--- src/rtl/sync_fifo_param.sv ---
// sync_fifo_param: parametrised synchronous FIFO with registered read data,
// threshold flags, fill level and sticky overflow/underflow error flags.
// Ports:
//   clk, rst_n          clock (rising edge) and asynchronous active-low reset
//   wr_en_i, data_in_i  write request and write data
//   rd_en_i             read request; data_out_o/rd_valid_o follow one cycle later
//   clr_err_i           synchronous clear of overflow_o/underflow_o
//   full_o, empty_o, almost_full_o, almost_empty_o, count_o  occupancy status
//   overflow_o, underflow_o  sticky rejected-access flags
module sync_fifo_param #(
    parameter int WIDTH     = 32,
    parameter int DEPTH     = 16,
    parameter int AF_THRESH = DEPTH - 2,
    parameter int AE_THRESH = 2,
    localparam int AW = $clog2(DEPTH),
    localparam int CW = AW + 1
) (
    input  logic             clk,
    input  logic             rst_n,
    input  logic             wr_en_i,
    input  logic             rd_en_i,
    input  logic [WIDTH-1:0] data_in_i,
    input  logic             clr_err_i,
    output logic [WIDTH-1:0] data_out_o,
    output logic             rd_valid_o,
    output logic             full_o,
    output logic             empty_o,
    output logic             almost_full_o,
    output logic             almost_empty_o,
    output logic [CW-1:0]    count_o,
    output logic             overflow_o,
    output logic             underflow_o
);
    logic [WIDTH-1:0] mem_q [DEPTH];
    logic [AW-1:0]    wr_ptr_q, wr_ptr_d, rd_ptr_q, rd_ptr_d;
    logic [CW-1:0]    count_q, count_d;
    logic [WIDTH-1:0] data_q, data_d;
    logic             valid_q, ovf_q, ovf_d, unf_q, unf_d;
    logic             rd_acc, wr_acc;
    assign full_o         = count_q == CW'(DEPTH);
    assign empty_o        = count_q == '0;
    assign almost_full_o  = count_q >= CW'(AF_THRESH);
    assign almost_empty_o = count_q <= CW'(AE_THRESH);
    assign count_o        = count_q;
    assign data_out_o     = data_q;
    assign rd_valid_o     = valid_q;
    assign overflow_o     = ovf_q;
    assign underflow_o    = unf_q;
    assign rd_acc = rd_en_i & ~empty_o;
    // a full FIFO still takes a write when the same cycle frees a slot
    assign wr_acc = wr_en_i & (~full_o | rd_acc);
    always_comb begin
        wr_ptr_d = wr_acc ? wr_ptr_q + 1'b1 : wr_ptr_q;
        rd_ptr_d = rd_acc ? rd_ptr_q + 1'b1 : rd_ptr_q;
        data_d   = rd_acc ? mem_q[rd_ptr_q] : data_q;
        count_d  = (wr_acc & ~rd_acc) ? count_q + 1'b1 :
                   (rd_acc & ~wr_acc) ? count_q - 1'b1 : count_q;
        // a new error event outranks a coincident clear
        ovf_d    = (wr_en_i & ~wr_acc) | (ovf_q & ~clr_err_i);
        unf_d    = (rd_en_i & ~rd_acc) | (unf_q & ~clr_err_i);
    end
    always_ff @(posedge clk or negedge rst_n) begin
        if (!rst_n) begin
            wr_ptr_q <= '0;
            rd_ptr_q <= '0;
            count_q  <= '0;
            data_q   <= '0;
            valid_q  <= 1'b0;
            ovf_q    <= 1'b0;
            unf_q    <= 1'b0;
        end else begin
            wr_ptr_q <= wr_ptr_d;
            rd_ptr_q <= rd_ptr_d;
            count_q  <= count_d;
            data_q   <= data_d;
            valid_q  <= rd_acc;
            ovf_q    <= ovf_d;
            unf_q    <= unf_d;
        end
    end
    always_ff @(posedge clk) begin
        if (wr_acc) mem_q[wr_ptr_q] <= data_in_i;
    end
endmodule

--- config.mk ---
export PLATFORM = sky130hd
export DESIGN_NAME = sync_fifo_param
export DESIGN_NICKNAME = d
export VERILOG_FILES = /design/src/rtl/sync_fifo_param.sv
export SDC_FILE = /design/constraint.sdc
export NUM_CORES = 1
export LEC_CHECK = 0
export ABC_AREA = 1
export ABC_CLOCK_PERIOD_IN_PS = 4400
export CAP_MARGIN = 20
export CORE_MARGIN = 4
export CORE_UTILIZATION = 45
export CTS_CLUSTER_DIAMETER = 40
export DETAILED_ROUTE_END_ITERATION = 12
export SETUP_SLACK_MARGIN = 0.15
export SLEW_MARGIN = 5
export SYNTH_ARGS = -nofsm -noshare
export SYNTH_HDL_FRONTEND = slang
export SYNTH_SLANG_ARGS = --single-unit
--- constraint.sdc ---
create_clock -name clk -period 4.4 [get_ports clk]
set_input_delay 0.66 -clock clk [delete_from_list [all_inputs] [get_ports clk]]
set_output_delay 0.66 -clock clk [all_outputs]
set_load 0.01 [all_outputs]
Yosys cells after proc, flatten, opt, wreduce, memory -nomap -nowiden
Memory sizes are Yosys's and may differ from the RTL's. A register that Yosys moved wholly into a read port is not among the register bits.
Index checks and enable logic that the tools add are counted.
{ "classes": {"n_div": 0, "addsub": 4, "n_lt_le_gt_ge": 2, "n_mul": 0, "n_mux": 4, "bitwise_logic": 16, "n_eq_ne": 1, "n_reduce_logical": 3, "shifts": 0} }
{ "op_table": {"columns": ["cell", "count"], "rows": [
  ["$mux 5", 2],
  ["$add 4x1->4 const B", 2],
  ["$and 1x1->1", 8],
  ["$add 5x1->5 const B", 1],
  ["$eq 5x5->1 const B", 1],
  ["$ge 5x4->1 const B", 1],
  ["$le 5x2->1 const B", 1],
  ["$logic_not 5->1", 1],
  ["$not 1->1", 5],
  ["$sub 5x1->5 const B", 1],
  ["$or 1x1->1", 3],
  ["$mux 1", 2],
  ["$reduce_bool 2->1", 1],
  ["$logic_not 1->1", 1]
]} }
{ "totals": {"out_inout_bits": 44, "rom_bits": 0, "reg_bits": 16, "elab_cells": 37, "input_bits": 37, "memories": 1, "mem_bits_rw": 512, "latchBits": 0} }
{ "mem_list": {"columns": ["memory", "words", "width", "rd", "rd_clocked_by_memory_dff", "wr", "line_no", "rtl"], "rows": [
  ["mem_q", 16, 32, 1, 1, 1, "34", "logic [WIDTH-1:0] mem_q [DEPTH];"]
]} }

Longest topological paths before layout
Gate-level depths: netlist of run 1.
{ "depth": {"word_depth": 9, "depth_mapped": 13, "ltp_nobuf": 13} }

Worst setup path before layout of run 1
OpenSTA, ideal clock, no wires.
{ "synth_timing": {"path_kind": "input to register", "startpoint": "input rd_en_i", "endpoint": "memory mem_q[0][0] (enable)", "required_time_ns": 3.979, "setup_slack_ns": 1.490, "setup_ns": 0.421, "path_stages": 4, "path_buffers": 0, "arrival_ns": 2.489, "path_cell_list": "inv_1 a21oi_4 nand2_1 nor2_1"} }
{ "synth_between": {"elab_chain_len": 5} }
{ "synth_lines": {"columns": ["element", "line_no", "rtl"], "rows": [
  ["from (decl)", "21", "input logic rd_en_i,"],
  ["$and 1x1->1", "49", "assign rd_acc = rd_en_i & ~empty_o;"],
  ["$or 1x1->1", "51", "assign wr_acc = wr_en_i & (~full_o | rd_acc);"],
  ["$and 1x1->1", "51", null],
  ["net wr_acc", "39", "logic rd_acc, wr_acc;"],
  ["$mux 1", "82", "if (wr_acc) mem_q[wr_ptr_q] <= data_in_i;"],
  ["$mux 1 (not written as such)", "82", null],
  ["to (decl)", "34", null]
]} }
The timed path passes the listed nets, and every way through them passes these cells.

Worst setup path in the final report of run 1
{ "layout_timing": {"startpoint": "register count_q[3], in the netlist count_o[3]", "endpoint": "output full_o"} }
{ "layout_between": {"elab_chain_len": 1} }
{ "layout_lines": {"columns": ["element", "line_no", "rtl"], "rows": [
  ["from (decl)", "36", "logic [CW-1:0] count_q, count_d;"],
  ["from (signal assigned)", "74", "count_q <= count_d;"],
  ["$eq 5x5->1", "40", "assign full_o = count_q == CW'(DEPTH);"],
  ["to (decl)", "26", "output logic full_o,"]
]} }
No other way between the ends.

==> flow_metrics.env, run 1 <==
export IMPL_status="finished clean"
export IMPL_timing_setup_tns_ns=0
export IMPL_drv_cap=0
export IMPL_die_y_um=232.8
export IMPL_gr_total_overflow=0
export IMPL_post_cts_resized=0
export IMPL_first_iter_violations=1242
export IMPL_fmax_ghz=0.3706
export IMPL_cts_tree="built"
export IMPL_routed_wirelength_um=56410
export IMPL_synth_avg_cell_area_um2=11.78
export IMPL_synthArstFlopShare_pct=8.571
export IMPL_dp_cells=2607
export IMPL_cellPowerDensity_nw_per_um2=702.5
export IMPL_fin_util_pct=53.39
export IMPL_grt_pass1_wl_um=86280
export IMPL_avgViaCountPerCell=5.288
export IMPL_cts_buffers=78
export IMPL_initial_core_util_pct=45.43
export IMPL_syn_cell_area_um2=22750
export IMPL_clk_pin_slew_ns=0.05
export IMPL_endpoint_kind="output port"
export IMPL_vias=14550
export IMPL_cts_sinks=560
export IMPL_io_buffers=80
export IMPL_setup_violations=0
export IMPL_place_ws_ns=1.136
export IMPL_clock_skew_ns=0.02150
export IMPL_ys_flop_type="edfxtp_1"
export IMPL_synth_edff_count=512
export IMPL_seq_area_frac_synth_pct=72.87
export IMPL_ir_drop_uv=411.9
export IMPL_slew_headroom_pct=33.62
export IMPL_pwr_share_clk_pct=33.4
export IMPL_grt_usage_pct=20.93
export IMPL_drc=0
export IMPL_hold_viol=0
export IMPL_nets=2062
export IMPL_setup_ws_ns=1.702
export IMPL_ant_nets=0
export IMPL_grt_max_degree=181
export IMPL_rows=82
export IMPL_yosys_warnings=0
export IMPL_syn2layout_area_growth_pct=17.52
export IMPL_worst_pin_slew_ns=0.9957
export IMPL_p_leak_nw=10.06
export IMPL_fin_crit_ns=2.698
export IMPL_worstPathArrival_ns=2.04
export IMPL_wl_per_cell_um=20.50
export IMPL_synthDistinctLibCells=29
export IMPL_die_x_um=232.8
export IMPL_dp_final_hpwl_um=31460
export IMPL_drt_pass1_iterations=5
export IMPL_rsz0062_at_grt="no"
export IMPL_startpoint="count_o[3]"
export IMPL_io_pins=81
export IMPL_critPathMaxFanout=5
export IMPL_drive_above_1_share_pct=9.668
export IMPL_htreeDepth=3
export IMPL_clk_path_buf_depth=3
export IMPL_grt_pass1_vias=14590
export IMPL_power_frac_seq_pct=36.3
export IMPL_timing_final_crit_share_pct=61.32
export IMPL_swShare_pct=35.48
export IMPL_antenna_found_initial=0
export IMPL_internal_power_w=0.01212
export IMPL_synth_cells=1931
export IMPL_root_buffer="clkbuf_16"
export IMPL_start_kind="flop"
export IMPL_final_cells=2751
export IMPL_required_ns=3.74
export IMPL_power_frac_comb_pct=30.3
export IMPL_r2r_start="count_o[0]"
export IMPL_post_cts_setup_buffer_count=0
export IMPL_insertedDiodeCount=0
export IMPL_p_switching_w=0.006662
export IMPL_hp_class="input pin to asynchronous set/reset pin"
export IMPL_syn_nets=1978
export IMPL_finalMaxSlewViolations=0
export IMPL_whs_ns=0.1653
export IMPL_clock_latency_ns=0.60
export IMPL_gp_congestion=0.8042
export IMPL_path_class="flop to output port"
export IMPL_cts_hold_buf=0
export IMPL_ys_seq_elements=560
export IMPL_die_area_um2=54210
export IMPL_core_area_um2=50070
==> sequential cells by signal (all words and copies together), names as in the netlist <==
name,count
rd_ptr_q,4
mem_q,512
data_out_o,32
wr_ptr_q,4
count_o,5
underflow_o,1
rd_valid_o,1
overflow_o,1
==> routing by layer <==
layer,vias to the layer above,global-route usage [%],wire [um]
li1,6855,-,-
met1,7138,28.16,24240
met2,462,34.41,27330
met3,93,3.501,3292
met4,0,7.826,1554
met5,-,0,0
==> cell usage after synthesis (8+ instances only) <==
master	instances	area, um^2
xor2_1	8	70.07
nor2_1	21	78.83
ha_1	9	112.6
edfxtp_1	512	15370
buf_6	26	292.8
nand3_1	389	1947
nand2_1	793	2977
buf_2	53	265.3
inv_1	15	56.30
dfrtp_1	48	1201
buf_1	12	45.04
buf_4	16	120.1
==> cell type report <==
class / count / area [um^2]
clock buffer: 91 / 2074
clock inverter: 53 / 585.6
fill: 4311 / 23330
inverter: 19 / 81.33
multi-input combinational: 1239 / 5441
sequential: 560 / 16590
tap: 672 / 840.8
timing repair buffer: 117 / 1124
==> worst max-delay path, cell delays in order (launching register included) <==
cell,delay [ns]
dfrtp_1,0.43
nor2_1,0.19
nand2_1,0.09
nor2_2,0.17
clkdlybuf4s50_1,0.57
==> per-stage QoR <==
stage               cell area, um^2  total power [W]
detailed placement            24070          0.01267
finish                        26730          0.01878
CTS                           26730          0.01898
global placement              24070          0.01260
global route                  26730          0.01987
floorplan                     22750          0.01083
==> logic make-up (layout without fill, tap and decap cells) <==
family	count (synthesis)	after routing	share of synthesized area [%]
compound gates	14	14	0.3906
xor+xnor	9	9	0.3466
fa+ha+maj	10	10	0.5831
buf+inv	132	280	3.735
flops	560	560	72.87
simple gates	1206	1206	22.07
==> power groups by stage <==
stage	clock network, W	registers, W	logic, W
final	0.00627	0.00681	0.00570
after global routing	0.00662	0.00688	0.00637
after CTS	0.00639	0.00682	0.00578
after detailed placement	0	0.00692	0.00575
after global placement	0	0.00691	0.00569
after floorplan	0	0.00687	0.00396
==> cell usage in the layout (no fill, tap or decap), types with 3 or more instances in the layout <==
master / n
clkbuf_16: 81
nand3_1: 389
clkbuf_1: 9
xor2_1: 8
clkinv_2: 11
edfxtp_1: 512
dfrtp_1: 44
nor2_4: 16
inv_6: 12
clkdlybuf4s50_1: 79
inv_1: 14
buf_4: 33
ha_1: 9
clkinvlp_4: 7
nor2_1: 5
buf_12: 4
o21ai_0: 7
nand2_1: 793
inv_8: 3
bufinv_16: 7
clkinv_4: 13
==> final timing paths <==
check | endpoint | slack (ns) | cells after the start
worst max-delay path | full_o | 1.70 | 4
worst min-delay path | overflow_o | 0.17 | 1
worst max register to register | mem_q[6][23] | 1.72 | 7
worst min register to register | data_out_o[18] | 0.47 | 2
max in group asynchronous | rd_ptr_q[1] | 3.31 | 2
min in group clk | data_out_o[18] | 0.47 | 2
No activity file was read; power rests on OpenSTA's default activity.
==> run 2: changes to the inputs <==
ABC_CLOCK_PERIOD_IN_PS = 2400   (was 4400)
clock period = 2.4 ns   (was 4.4 ns; I/O delays follow)
==> flow_metrics.env, run 2 (synthesis gave the netlist of run 1 again) <==
export IMPL_finalMaxSlewViolations=0
export IMPL_insertedDiodeCount=0
export IMPL_die_x_um=232.8
export IMPL_required_ns=2.04
export IMPL_gr_total_overflow=0
export IMPL_fillers=4277
export IMPL_io_buffers=80
export IMPL_worst_pin_slew_ns=0.8083
export IMPL_drc=0
export IMPL_ant_nets=0
export IMPL_slew_headroom_pct=45.95
export IMPL_p_leak_nw=10.30
export IMPL_syn2layout_area_growth_pct=20.28
export IMPL_drive_above_1_share_pct=11.05
export IMPL_r2r_end="count_o[4]"
export IMPL_cts_tree="built"
export IMPL_fin_crit_ns=2.166
export IMPL_htreeDepth=3
export IMPL_largest_register_ffs=512
export IMPL_grt_pass1_wl_um=86250
export IMPL_design_area_um2=27360
export IMPL_endpoint_kind="output port"
export IMPL_drt_pass1_iterations=8
export IMPL_antenna_found_initial=0
export IMPL_io_pins=81
export IMPL_ir_drop_uv=557.0
export IMPL_grt_max_degree=99
export IMPL_core_area_um2=50070
export IMPL_rows=82
export IMPL_rrSetupSlack_ns=0.30
export IMPL_path_class="flop to output port"
export IMPL_r2r_cells=12
export IMPL_die_area_um2=54210
export IMPL_start_kind="flop"
export IMPL_routed_wirelength_um=56260
export IMPL_hp_class="input pin to asynchronous set/reset pin"
export IMPL_gp_congestion=0.7643
export IMPL_avgViaCountPerCell=5.277
export IMPL_clk_path_buf_depth=3
export IMPL_grt_pass1_vias=14480
export IMPL_die_y_um=232.8
export IMPL_first_iter_violations=1462
export IMPL_hold_viol=0
export IMPL_setup_ws_ns=0.2342
export IMPL_final_common_cell="nand2_1"
export IMPL_worstPathArrival_ns=1.81
export IMPL_rsz0062_at_grt="yes"
export IMPL_mostFrequentLayoutCells="nand2_1, edfxtp_1, nand3_1"
export IMPL_clk_pin_slew_ns=0.06
export IMPL_cts_buffers=76
export IMPL_seqCellArea_um2=16590
export IMPL_cellPowerDensity_nw_per_um2=1270
export IMPL_timing_final_crit_share_pct=90.24
export IMPL_top_register="mem_q"
export IMPL_place_ws_ns=-0.02528
export IMPL_initial_core_util_pct=45.43
export IMPL_status="finished clean"
export IMPL_clock_skew_ns=0.03004
export IMPL_grt_usage_pct=20.90
export IMPL_vias=14680
export IMPL_whs_ns=0.3050
export IMPL_root_buffer="clkbuf_16"
export IMPL_fmax_ghz=0.4617
export IMPL_wl_per_cell_um=20.23
export IMPL_cts_sinks=560
export IMPL_placed_area_um2=24780
export IMPL_multiInputGateArea_um2=5465
export IMPL_setup_violations=0
export IMPL_drv_cap=0
export IMPL_critPathMaxFanout=4
export IMPL_nets=2094
export IMPL_dp_final_hpwl_um=31380
export IMPL_r2r_start="count_o[3]"
export IMPL_clock_latency_ns=0.61
run 2: worst max-delay path, stage by stage, from the launching register on:
cell and delay, ns:
dfrtp_1 0.39, buf_4 0.16, nand3_1 0.07, nand2_1 0.06, clkdlybuf4s50_1 0.53
run 2: routing by layer:
metal | GRT usage [%] | vias to the layer above | routed length, um
met5 | 0 | - | 0
met3 | 3.391 | 85 | 3247
met1 | 28.69 | 7230 | 24360
met4 | 6.388 | 0 | 1185
li1 | - | 6938 | -
met2 | 34.50 | 422 | 27470
run 2: report_power, final:
| group | internal (W) | switching, W | leakage (nW) |
|---|---|---|---|
| registers | 0.0119 | 0.000462 | 5.21 |
| logic | 0.00378 | 0.00749 | 3.87 |
| clock network | 0.00676 | 0.00435 | 1.21 |
| total | 0.0224 | 0.0123 | 10.3 |
run 2: how the worst max path moves through the flow:
stage                    end  slack [ns]       start
6_report       almost_full_o        0.23  count_o[2]
3_3_place_gp      count_o[4]       -0.09     rd_en_i
4_1_cts           count_o[3]        0.19  count_o[3]
5_1_grt           count_o[4]         0.1  count_o[3]
3_5_place_dp      count_o[4]       -0.03     rd_en_i
2_1_floorplan    mem_q[0][0]        0.07  count_o[2]
run 2: through the flow:
| stage | util, % | setup TNS [ns] | total power (W) | cells |
|---|---|---|---|---|
| finish | 54.65 | 0 | 0.03475 | 2781 |
| global route | 54.65 | 0 | 0.03675 | 2781 |
| CTS | 54.63 | 0 | 0.03503 | 2781 |
| detailed placement | 49.49 | -0.02528 | 0.02379 | 2639 |
| global placement | 49.49 | -0.08890 | 0.02368 | 2639 |
| floorplan | - | 0 | 0.01990 | 1931 |
run 2: timing repair:
item | in CTS | in global routing
endpoints found under the setup margin | 4 | 2
endpoints found under the hold margin | 17 | 0
resized for setup | 7 | 4
hold buffers | 1 | 0
setup buffers | 1 | 0
pin swaps | 0 | 1
run 2: cell type report:
type / instances / area share (%)
Clock buffer: 86 / 7.166
Tap cell: 672 / 3.073
Sequential cell: 560 / 60.63
Clock inverter: 54 / 2.136
Timing Repair Buffer: 151 / 6.727
Multi-Input combinational cell: 1239 / 19.98
Inverter: 19 / 0.2881
==> run 3: changes to the inputs <==
TNS_END_PERCENT = 30   (was default)
==> flow_metrics.env, run 3 (synthesis gave the netlist of run 1 again) <==
export IMPL_timing_final_crit_share_pct=95.66
export IMPL_avgViaCountPerCell=5.270
export IMPL_power_frac_seq_pct=35.2
export IMPL_ant_nets=0
export IMPL_p_total_w=0.03512
export IMPL_power_frac_comb_pct=31.4
export IMPL_critPathMaxFanout=3
export IMPL_initial_core_util_pct=45.43
export IMPL_pwr_share_clk_pct=33.4
export IMPL_worstPathArrival_ns=1.94
export IMPL_cts_sinks=560
export IMPL_grt_usage_pct=20.43
export IMPL_hold_viol=0
export IMPL_grt_max_degree=143
export IMPL_rsz0062_at_grt="yes"
export IMPL_rrSetupSlack_ns=0.24
export IMPL_nets=2101
export IMPL_drive_above_1_share_pct=11.46
export IMPL_cts_buffers=80
export IMPL_io_buffers=80
export IMPL_p_leak_nw=10.38
export IMPL_clk_pin_slew_ns=0.06
export IMPL_io_pins=81
export IMPL_clock_latency_ns=0.61
export IMPL_antenna_found_initial=1
export IMPL_slew_headroom_pct=45.49
export IMPL_clk_path_buf_depth=3
export IMPL_htreeDepth=3
export IMPL_crit_family="buffers and inverters"
export IMPL_drv_cap=0
export IMPL_top_register="mem_q"
export IMPL_ir_drop_uv=774.9
export IMPL_clock_skew_ns=0.02091
export IMPL_dp_final_hpwl_um=29980
export IMPL_grt_pass1_wl_um=85160
export IMPL_gp_congestion=0.7889
export IMPL_r2r_end="count_o[3]"
export IMPL_cts_tree="built"
export IMPL_p_switching_w=0.01244
export IMPL_die_area_um2=54210
export IMPL_largest_register_ffs=512
export IMPL_setup_violations=0
export IMPL_worst_pin_slew_ns=0.8177
export IMPL_syn2layout_area_growth_pct=20.58
export IMPL_hp_class="input pin to asynchronous set/reset pin"
export IMPL_r2r_cells=12
export IMPL_first_iter_violations=1321
export IMPL_design_area_um2=27430
export IMPL_status="finished clean"
export IMPL_internal_power_w=0.02268
export IMPL_slowest_delay_ns=0.53
export IMPL_whs_ns=0.3383
export IMPL_fmax_ghz=0.4356
export IMPL_start_kind="flop"
export IMPL_seqCellArea_um2=16590
export IMPL_path_class="flop to output port"
export IMPL_slowest_stage="clkdlybuf4s50_1"
export IMPL_endpoint_kind="output port"
export IMPL_place_ws_ns=-0.04181
export IMPL_routed_wirelength_um=54940
export IMPL_required_ns=2.04
export IMPL_finalMaxSlewViolations=0
export IMPL_cellPowerDensity_nw_per_um2=1280
export IMPL_r2r_start="count_o[0]"
export IMPL_die_x_um=232.8
export IMPL_fillers=4225
export IMPL_multiInputGateArea_um2=5454
export IMPL_wl_per_cell_um=19.67
export IMPL_placed_area_um2=24700
export IMPL_core_area_um2=50070
export IMPL_die_y_um=232.8
export IMPL_path_buf_inv=2
export IMPL_drt_pass1_iterations=5
export IMPL_rows=82
export IMPL_root_buffer="clkbuf_16"
export IMPL_swShare_pct=35.43
export IMPL_crit_chain="nor2_1 > nand3_2 > inv_1 > clkdlybuf4s50_1"
export IMPL_mostFrequentLayoutCells="nand2_1, edfxtp_1, nand3_1"
export IMPL_setup_ws_ns=0.1041
export IMPL_drc=0
export IMPL_fin_crit_ns=2.296
export IMPL_vias=14720
export IMPL_final_common_cell="nand2_1"
export IMPL_grt_pass1_vias=14580
export IMPL_gr_total_overflow=0
-- run 3: cell count changes in the layout (fill, tap and decap cells not counted), moves of 2 or more --
cell and change:
dfrtp_2 -3, dfrtp_1 +3, buf_12 -8, clkbuf_1 -4, clkbuf_16 +4, inv_6 +8
buf_4 +11, dlygate4sd2_1 -2, clkinv_4 +2, clkinvlp_4 -4, inv_8 +2
-- run 3: how the worst max path moves through the flow --
| stage | from | endpoint | slack (ns) | depth (start not counted) |
|---|---|---|---|---|
| floorplan | count_o[0] | mem_q[0][0] | 0.004 | 6 |
| finish | count_o[0] | empty_o | 0.10 | 4 |
| CTS | count_o[3] | empty_o | 0.08 | 4 |
| detailed placement | rd_en_i | count_o[4] | -0.04 | 12 |
| global route | count_o[0] | count_o[4] | 0.04 | 13 |
| global placement | rd_en_i | count_o[4] | -0.08 | 12 |
-- run 3: what timing repair did --
action / in CTS / in global routing
pin swaps: 0 / 0
buffers inserted: 0 / 1
gates cloned: 0 / 0
endpoints found under the hold margin: 19 / 0
endpoints found under the setup margin: 3 / 4
hold buffers: 1 / 0
gates resized for setup: 1 / 6
-- run 3: power groups by stage --
stage / clock network [W] / logic, W / registers [W]
floorplan: 0 / 0.00730 / 0.0126
global placement: 0 / 0.0109 / 0.0125
detailed placement: 0 / 0.0110 / 0.0126
CTS: 0.0119 / 0.0111 / 0.0124
global route: 0.0124 / 0.0123 / 0.0125
finish: 0.0117 / 0.0110 / 0.0124
-- run 3: per-layer routing --
layer / up-vias / wire length [um] / global-route usage (%) / share of wire (%)
li1: 6956 / - / - / -
met1: 7266 / 24640 / 29.13 / 45
met2: 403 / 25910 / 31.84 / 47
met3: 95 / 3178 / 4.003 / 5.8
met4: 0 / 1215 / 6.593 / 2.2
met5: - / 0 / 0 / 0
-- run 3: worst reg2reg max path, cell delays in order, from the launching register on --
cell      delay [ns]
dfrtp_1         0.37
nor2_1          0.22
nand2_1         0.13
nor2_4          0.15
a21oi_4         0.08
ha_1            0.20
inv_2           0.10
ha_1            0.26
buf_4           0.15
a21boi_0        0.13
nor2_1          0.10
nand2_1         0.05
a31oi_1         0.15
-- run 3: final cells by class --
class                      instances  share of cell area [%]
inverter                          19                  0.2874
clock inverter                    62                   2.381
sequential                       560                   60.47
tap                              672                   3.065
timing repair buffer             154                   6.446
antenna                            1                0.009123
clock buffer                      86                   7.458
multi-input combinational       1239                   19.88
-- run 3: metrics by stage --
step | utilization [%] | std cells | TNS, ns
after floorplan | - | 1931 | 0
final | 54.78 | 2793 | 0
after global routing | 54.78 | 2793 | 0
after CTS | 54.73 | 2791 | 0
after global placement | 49.33 | 2642 | -0.07718
after detailed placement | 49.33 | 2642 | -0.04482
